<file path="config.mk">
export PLATFORM = sky130hd
export DESIGN_NAME = pd_packet_serializer
export DESIGN_NICKNAME = d
export VERILOG_FILES = /design/src/rtl/pd_pkg.sv /design/src/rtl/pd_down_counter.sv /design/src/rtl/pd_packet_serializer.sv
export SDC_FILE = /design/constraint.sdc
export NUM_CORES = 1
export LEC_CHECK = 0
export ABC_AREA = 1
export CORE_MARGIN = 2
export CORE_UTILIZATION = 64
export CTS_CLUSTER_SIZE = 10
export DETAILED_ROUTE_END_ITERATION = 7
export DONT_BUFFER_PORTS = 1
export PLACE_DENSITY = 0.8
export SLEW_MARGIN = 5
export SYNTH_ARGS = -nofsm -noshare
export SYNTH_HDL_FRONTEND = slang
export SYNTH_SLANG_ARGS = --single-unit
</file>
<file path="constraint.sdc">
create_clock -name clk -period 2.8 [get_ports clk]
set_input_delay 0.28 -clock clk [delete_from_list [all_inputs] [get_ports clk]]
set_output_delay 0.28 -clock clk [all_outputs]
set_load 0.03 [all_outputs]
</file>
<file path="src/rtl/pd_pkg.sv">
// pd_pkg: shared types and constants for the packet serializer
//   state_e       : frame FSM states
//   SYNC_BYTE_DEF : default sync byte carried in the header word
package pd_pkg;
   typedef enum logic [1:0] {ST_IDLE, ST_HEADER, ST_STATUS, ST_PAYLOAD} state_e;
   localparam logic [7:0] SYNC_BYTE_DEF = 8'h54;
endpackage

</file>
<file path="src/rtl/pd_down_counter.sv">
// pd_down_counter: loadable down counter with saturation at zero and a zero flag
//   clk, rst : clock, synchronous active-high reset
//   clr_i    : clear to zero (highest priority after reset)
//   load_i   : load val_i
//   dec_i    : decrement by one, holds at zero
//   cnt_o    : current count
//   zero_o   : count equals zero
module pd_down_counter #(
   parameter int W = 4
) (
   input  logic         clk,
   input  logic         rst,
   input  logic         clr_i,
   input  logic         load_i,
   input  logic [W-1:0] val_i,
   input  logic         dec_i,
   output logic [W-1:0] cnt_o,
   output logic         zero_o
);
   logic [W-1:0] cnt_q, cnt_d;
   always_comb cnt_d = clr_i ? '0 : load_i ? val_i : (dec_i && cnt_q != '0) ? cnt_q - W'(1) : cnt_q;
   always_ff @(posedge clk) begin
      if (rst) cnt_q <= '0;
      else     cnt_q <= cnt_d;
   end
   assign cnt_o  = cnt_q;
   assign zero_o = (cnt_q == '0);
endmodule

</file>
<file path="src/rtl/pd_packet_serializer.sv">
// pd_packet_serializer: serializes HEADER, STATUS and a payload block into a ready/valid word stream
//   clk, rst            : clock, synchronous active-high reset
//   payload             : frame payload, word PAYLOAD_WORDS-1 sent first
//   payload_valid/ready : load handshake for the payload
//   pid, pid_en         : packet id and its register load enable
//   status_flag/en      : status bit and its register load enable
//   flush               : abort the current frame and block loads
//   out_data/valid/ready: output word stream, out_last marks the final payload word
//   busy                : a frame is in progress
module pd_packet_serializer
   import pd_pkg::*;
#(
   parameter int         WORD_W        = 16,
   parameter int         PAYLOAD_WORDS = 18,
   parameter logic [7:0] SYNC_BYTE     = SYNC_BYTE_DEF
) (
   input  logic                                 clk,
   input  logic                                 rst,
   input  logic [PAYLOAD_WORDS-1:0][WORD_W-1:0] payload,
   input  logic                                 payload_valid,
   output logic                                 payload_ready,
   input  logic [7:0]                           pid,
   input  logic                                 pid_en,
   input  logic                                 status_flag,
   input  logic                                 status_en,
   input  logic                                 flush,
   output logic [WORD_W-1:0]                    out_data,
   output logic                                 out_valid,
   input  logic                                 out_ready,
   output logic                                 out_last,
   output logic                                 busy
);
   // keep the index at least one bit wide for single-word payloads
   localparam int CW = (PAYLOAD_WORDS > 1) ? $clog2(PAYLOAD_WORDS) : 1;

   state_e                                 state_q, state_d;
   logic [7:0]                             pid_q, pid_snap_q;
   logic                                   status_q, status_snap_q;
   logic [PAYLOAD_WORDS-1:0][WORD_W-1:0]   payload_buf_q;
   logic [CW-1:0]                          idx;
   logic                                   idx_zero, last_beat, load;

   // end-of-frame beat: the only PAYLOAD cycle that may accept a new load
   assign last_beat     = (state_q == ST_PAYLOAD) && idx_zero && out_ready;
   assign payload_ready = !flush && ((state_q == ST_IDLE) || last_beat);
   assign load          = payload_valid && payload_ready;

   pd_down_counter #(.W(CW)) u_idx (
      .clk    (clk),
      .rst    (rst),
      .clr_i  (flush),
      .load_i ((state_q == ST_STATUS) && out_ready),
      .val_i  (CW'(PAYLOAD_WORDS - 1)),
      .dec_i  ((state_q == ST_PAYLOAD) && out_ready),
      .cnt_o  (idx),
      .zero_o (idx_zero)
   );

   always_ff @(posedge clk) begin
      if (rst) state_q <= ST_IDLE;
      else     state_q <= state_d;
   end

   always_comb begin
      state_d = state_q;
      case (state_q)
         ST_IDLE:    state_d = load ? ST_HEADER : ST_IDLE;
         ST_HEADER:  state_d = out_ready ? ST_STATUS : ST_HEADER;
         ST_STATUS:  state_d = out_ready ? ST_PAYLOAD : ST_STATUS;
         ST_PAYLOAD: state_d = !last_beat ? ST_PAYLOAD : load ? ST_HEADER : ST_IDLE;
         default:    state_d = ST_IDLE;
      endcase
      if (flush) state_d = ST_IDLE;
   end

   always_comb begin
      out_valid = (state_q != ST_IDLE);
      busy      = (state_q != ST_IDLE);
      out_last  = (state_q == ST_PAYLOAD) && idx_zero;
      out_data  = (state_q == ST_HEADER)  ? WORD_W'({SYNC_BYTE, pid_snap_q}) :
                  (state_q == ST_STATUS)  ? WORD_W'(status_snap_q) :
                  (state_q == ST_PAYLOAD) ? payload_buf_q[idx] : '0;
   end

   // snapshots capture the register values, so enables in the load cycle affect the next frame
   always_ff @(posedge clk) begin
      if (rst) begin
         pid_q         <= '0;
         status_q      <= 1'b0;
         pid_snap_q    <= '0;
         status_snap_q <= 1'b0;
         payload_buf_q <= '0;
      end else begin
         if (pid_en)    pid_q    <= pid;
         if (status_en) status_q <= status_flag;
         if (load) begin
            pid_snap_q    <= pid_q;
            status_snap_q <= status_q;
            payload_buf_q <= payload;
         end
      end
   end
endmodule

</file>
---- Word level (Yosys, flattened, before mapping) ----
Index checks and enable logic that the tools add are counted.
word-level totals
  flip-flop bits (word level) ............. 313
  input port bits ......................... 304
  output and inout port bits .............. 20
  logic and storage cells ................. 58
operators by class
  add/subtract/negate cells ............... 1
  order comparisons ....................... 1
  equality and inequality tests ........... 3
  mux-type cells .......................... 12
  reduce and logical (&&, ||, !) cells .... 16
operators with widths
  kind                 number
  $bmux 16 s5          1
  $mux 16              4
  $mux 5               2
  $pmux 2 s4           1
  $logic_and 1x1->1    7
  $lt 5x6->1 const B   1
  $logic_not 5->1      1
  $reduce_bool 5->1    1
  $sub 5x1->5 const B  1
  $eq 2x2->1 const B   2
  $mux 2               2
  $reduce_bool 2->1    2
  $reduce_or 3->1      1
  $eq 2x1->1 const B   1
  $logic_not 2->1      1
  $mux 1               2
  $reduce_or 2->1      1
  $logic_not 1->1      1
  $logic_or 1x1->1     1

---- Longest topological paths before layout ----
  depth in word-level cells ............... 9
  gate-level depth with buffers ........... 15
  gate-level depth less buffers ........... 12

---- Hierarchy ----
From an unflattened synthesis, not the netlist that was laid out.
second synthesis, totals
  cell total of the unflattened synthesis .. 2038
  area, all modules ....................... 14214.9 sq um
modules (own cells, without submodules)
  module                times used  cells each  area each (sq um)  seq. area each (sq um)
  pd_packet_serializer  1           1977        13837.0            6165.9
  pd_down_counter       1           61          377.9              100.1

---- Worst setup path before layout ----
No wires, ideal clock.
  kind .................................... reg2reg
  from .................................... register u_idx.cnt_q[0], in the netlist u_idx.cnt_o[0]
  to ...................................... register payload_buf_q[235] in the netlist's numbering
  library setup time ...................... 119 ps
  arrival ................................. 2398 ps
  data required time ...................... 2681 ps
  path slack .............................. 283 ps
  stages on the path, launching flop included .. 16
  buffers on the path ..................... 6
  period minus slack after synthesis ...... 2517 ps
  path through ............................ dfxtp_1 inv_1 clkbuf_1 buf_2 clkbuf_1 ha_1 nand2_1 nor2_1 nand2_1 a21oi_4 nand2_2 buf_6 buf_6 buf_2 o21ai_1 a21oi_1
on the way
  cells in the longest elaborated chain, start to end .. 6
RTL lines
  what                            line                        text
  start: declaration              pd_down_counter.sv:20       logic [W-1:0] cnt_q, cnt_d;
  start signal: assignment        pd_down_counter.sv:24       else cnt_q <= cnt_d;
  $logic_not 5->1                 pd_down_counter.sv:27       assign zero_o = (cnt_q == '0);
  $logic_and 1x1->1 (2 in a row)  pd_packet_serializer.sv:44  assign last_beat = (state_q == ST_PAYLOAD) && idx_zero && out_ready;
  $logic_or 1x1->1                pd_packet_serializer.sv:45  assign payload_ready = !flush && ((state_q == ST_IDLE) || last_beat);
  $logic_and 1x1->1               pd_packet_serializer.sv:45
  $logic_and 1x1->1               pd_packet_serializer.sv:46  assign load = payload_valid && payload_ready;
  end signal: assignment          pd_packet_serializer.sv:99  payload_buf_q <= payload;
  end: declaration                pd_packet_serializer.sv:39  logic [PAYLOAD_WORDS-1:0][WORD_W-1:0] payload_buf_q;
No other way between the ends.
A chain may end at the register's enable or synchronous reset.

---- Worst setup path in the final report ----
  from .................................... register u_idx.cnt_q[0], in the netlist u_idx.cnt_o[0]
  to ...................................... output out_data[6]
on the way
  cells in the longest elaborated chain, start to end .. 5
RTL lines
  what                           line                        text
  $bmux 16 s5                    pd_packet_serializer.sv:82  (state_q == ST_PAYLOAD) ? payload_buf_q[idx] : '0;
  $mux 16 (implied by the code)  pd_packet_serializer.sv:82
  $mux 16                        pd_packet_serializer.sv:82
  $mux 16                        pd_packet_serializer.sv:81  (state_q == ST_STATUS) ? WORD_W'(status_snap_q) :
  $mux 16                        pd_packet_serializer.sv:80  out_data = (state_q == ST_HEADER) ? WORD_W'({SYNC_BYTE, pid_snap_q}) :
  end: declaration               pd_packet_serializer.sv:27  output logic [WORD_W-1:0] out_data,
No other way between the ends. The select of a mux whose other input is x is not followed.

==> flow_metrics.tcl <==
set metrics [dict create \
    core_um2 21800 \
    die_y_um 152 \
    wl_met2_mm 24.2 \
    period_minus_slack_ns 2.84 \
    antenna_found_initial 5 \
    wl_met3_mm 6.04 \
    fin_nets 2543 \
    grt_pass1_wl_mm 80.8 \
    critical_path_required_ns 2.52 \
    hold_viol 1 \
    fin_ws_ns -0.0350 \
    dr_total_vias 15742 \
    critical_path_class "flip-flop to primary output" \
    relSlewSlack_pct 54.9 \
    finalCritPeriodShare_pct 101 \
    netSwitchingFraction_pct 25.7 \
    fp-row-count 54 \
    synth_edf_count 0 \
    yosys_warnings 0 \
    hpwl_mm 27.1 \
    p_per_area_nw_per_um2 580 \
    finalSetupViolCount 1 \
    timing.fmax_ghz 0.353 \
    p_int_mw 7.79 \
    io_buffer_count 0 \
    gr-usage-all-layers_pct 42.8 \
    synthFlopType "dfxtp_1" \
    start_util_pct 64.8 \
    clockBufferDepth 3 \
    syn_area_um2 14100 \
    wl_met1_mm 18.7 \
    clk_latency_ns 0.52 \
    fill_cells 1271 \
    fin_skew_ns 0.0159 \
    final_max_slew_viol_count 0 \
    async_flop_share_pct 0 \
    synth-seq-cells 313 \
    start_kind "flip-flop" \
    worstPathArrival_ns 2.56 \
    hold_class "primary input to flip-flop" \
    root_buffer "clkbuf_16" \
    ys_seq_area_share_pct 44.4 \
    cts_max_level 2 \
    syn_inst 2045 \
    fin_hold_ws_ns -0.00526 \
    cts_tree "built" \
    grt_max_degree 136 \
    syn_to_final_growth_pct 28.1 \
    cts.reportedPaths.clkPinSlew_ns 0.06 \
    syn_nets 2351 \
    peakVddDrop_uv 499 \
    drt_first_iter_violations 2184 \
    rsz0062_at_grt "true" \
    grt-ovfl-total 0 \
    wl_per_cell_um 20.7 \
    synth_top_area_share_pct 44.4 \
    fin_total_pwr_mw 10.5 \
    outcome "complete, but fails checks" \
    setup.worst_path.end_class "primary output" \
    cap_violations 0 \
    preCtsSetupSlack_ns 0.515 \
    synth.area.top_cells "dfxtp_1 (44%), a21oi_1 (12%), nand2_1 (11%), nand3_1 (7.2%), inv_1 (6.8%)" \
    p_switching_mw 2.69 \
    clkSinkCount 313 \
    synth_cell_types 23 \
    finalWirelength_mm 52.3 \
    die_area_um2 23200 \
    failed_checks "hold timing, setup timing" \
    seqPwrFrac_pct 46.3 \
    route.detailed.drc 0 \
    post_route_cells_drive_above_1_share_pct 4.37 \
    die_w_um 152 \
    synth_largest_area_cell "dfxtp_1" \
    ios 324 \
    vias_per_cell 6.22 \
    p_comb_share_pct 12.7 \
    grt_pass1_vias 15224 \
    synthMostInstantiatedCell "nand2_1" \
    synth_common_cells "nand2_1 (418), a21oi_1 (342), dfxtp_1 (313)" \
    regToRegSetupSlack_ns 0.33 \
    gp_congestion 0.892 \
    numCtsBuffers 37 \
    ant_nets 0 \
    dr.pass1.iters 8 \
    syn_avg_cell_area_um2 6.90 \
    worst-path-max-fanout 63 \
    p_clk_share_pct 41.0 \
    routed.top_layer "met4" \
    tightest_slew_ns 0.669 \
    p_leak_nw 7.37 \
]
-- layout make-up --
| class | count | area (µm²) | area share (%) |
|---|---|---|---|
| tap | 280 | 350 | 1.94 |
| multi-input combinational | 1310 | 6110 | 33.8 |
| sequential | 313 | 6270 | 34.7 |
| clock inverter | 1 | 8.76 | 0.0485 |
| antenna | 5 | 12.5 | 0.0693 |
| clock buffer | 45 | 1010 | 5.58 |
| inverter | 260 | 986 | 5.46 |
| timing repair buffer | 315 | 3320 | 18.4 |
-- state kept, by name, summed over array words and instances (netlist names) --
name and count:
payload_buf_q 288, pid_q 8, pid_snap_q 8, status_q 1
status_snap_q 1, u_idx.cnt_o 5, state_q 2
-- logic make-up (layout without fill, tap and decap cells) --
group | after synthesis | count (layout) | share of synthesized area (%)
DFF | 313 | 313 | 44.4
AOI/OAI and AO/OA | 656 | 656 | 23.8
other | 0 | 5 | 0
and+or+nand+nor | 652 | 652 | 19.3
buffers and inverters | 422 | 621 | 12.3
adders and majority gates | 2 | 2 | 0.177
-- placed cells by master, fill, tap and decap left out, types with 2 or more instances in the layout --
master	n
diode_2	5
a21oi_1	342
dfxtp_1	311
a31oi_1	2
inv_2	3
clkbuf_8	2
inv_1	252
dlygate4sd3_1	270
o211ai_1	20
o21ai_0	187
clkbuf_16	40
ha_1	2
nand2_1	418
nor2_1	26
buf_6	3
buf_4	22
buf_16	3
clkinv_1	2
a22oi_1	4
buf_12	14
inv_6	2
clkbuf_1	5
nand3_1	204
o21ai_1	100
-- final timing paths --
kind	startpoint	end	cells after the start
min	payload[221]	payload_buf_q[221]	2
max reg2reg	u_idx.cnt_o[0]	payload_buf_q[149]	10
max	u_idx.cnt_o[0]	out_data[6]	13
min reg2reg	payload_buf_q[260]	payload_buf_q[260]	2
-- metrics by stage --
stage	utilization (%)	TNS [ns]	instance area, µm²	instances
after detailed placement	65.4	0	14200	2205
after global routing	83.0	-0.200	18100	2529
final	83.0	-0.0350	18100	2529
after global placement	65.4	0	14200	2205
after floorplan	-	0	14100	2045
after CTS	82.5	0	17900	2518
-- metal layers --
layer	vias to the layer above	track usage, %
met2	1277	71.3
met4	0	24.2
met1	7109	51.0
met5	-	0
met3	324	9.90
li1	7032	-
-- power groups by stage --
stage          sequential [mW]  combinational, mW  clock (mW)
2_1_floorplan             4.90              0.730           0
3_3_place_gp              4.91              0.843           0
3_5_place_dp              4.92              0.868           0
4_1_cts                   4.83               1.23        4.26
5_1_grt                   4.87               1.45        4.47
6_report                  4.85               1.34        4.30
-- worst max-delay path, cell delays in order (launching register included) --
cell     delay, ns
dfxtp_4       0.40
buf_16        0.29
nand2_1       0.12
nand3_1       0.16
nand2_1       0.08
nand2_1       0.11
nand2_1       0.10
inv_1         0.06
nand2_1       0.05
nand2_1       0.09
nand2_1       0.06
nand2_1       0.10
nand2_1       0.16
buf_12        0.18
-- repair_timing --
item / 4_1_cts / 5_1_grt
gates cloned: 0 / 1
endpoints found under the hold margin: 267 / 5
pin swaps: 0 / 0
setup buffers: 0 / 0
endpoints found under the setup margin: 1 / 12
hold buffers: 267 / 5
gates resized for setup: 1 / 9
(Power assumes the default switching activity.)
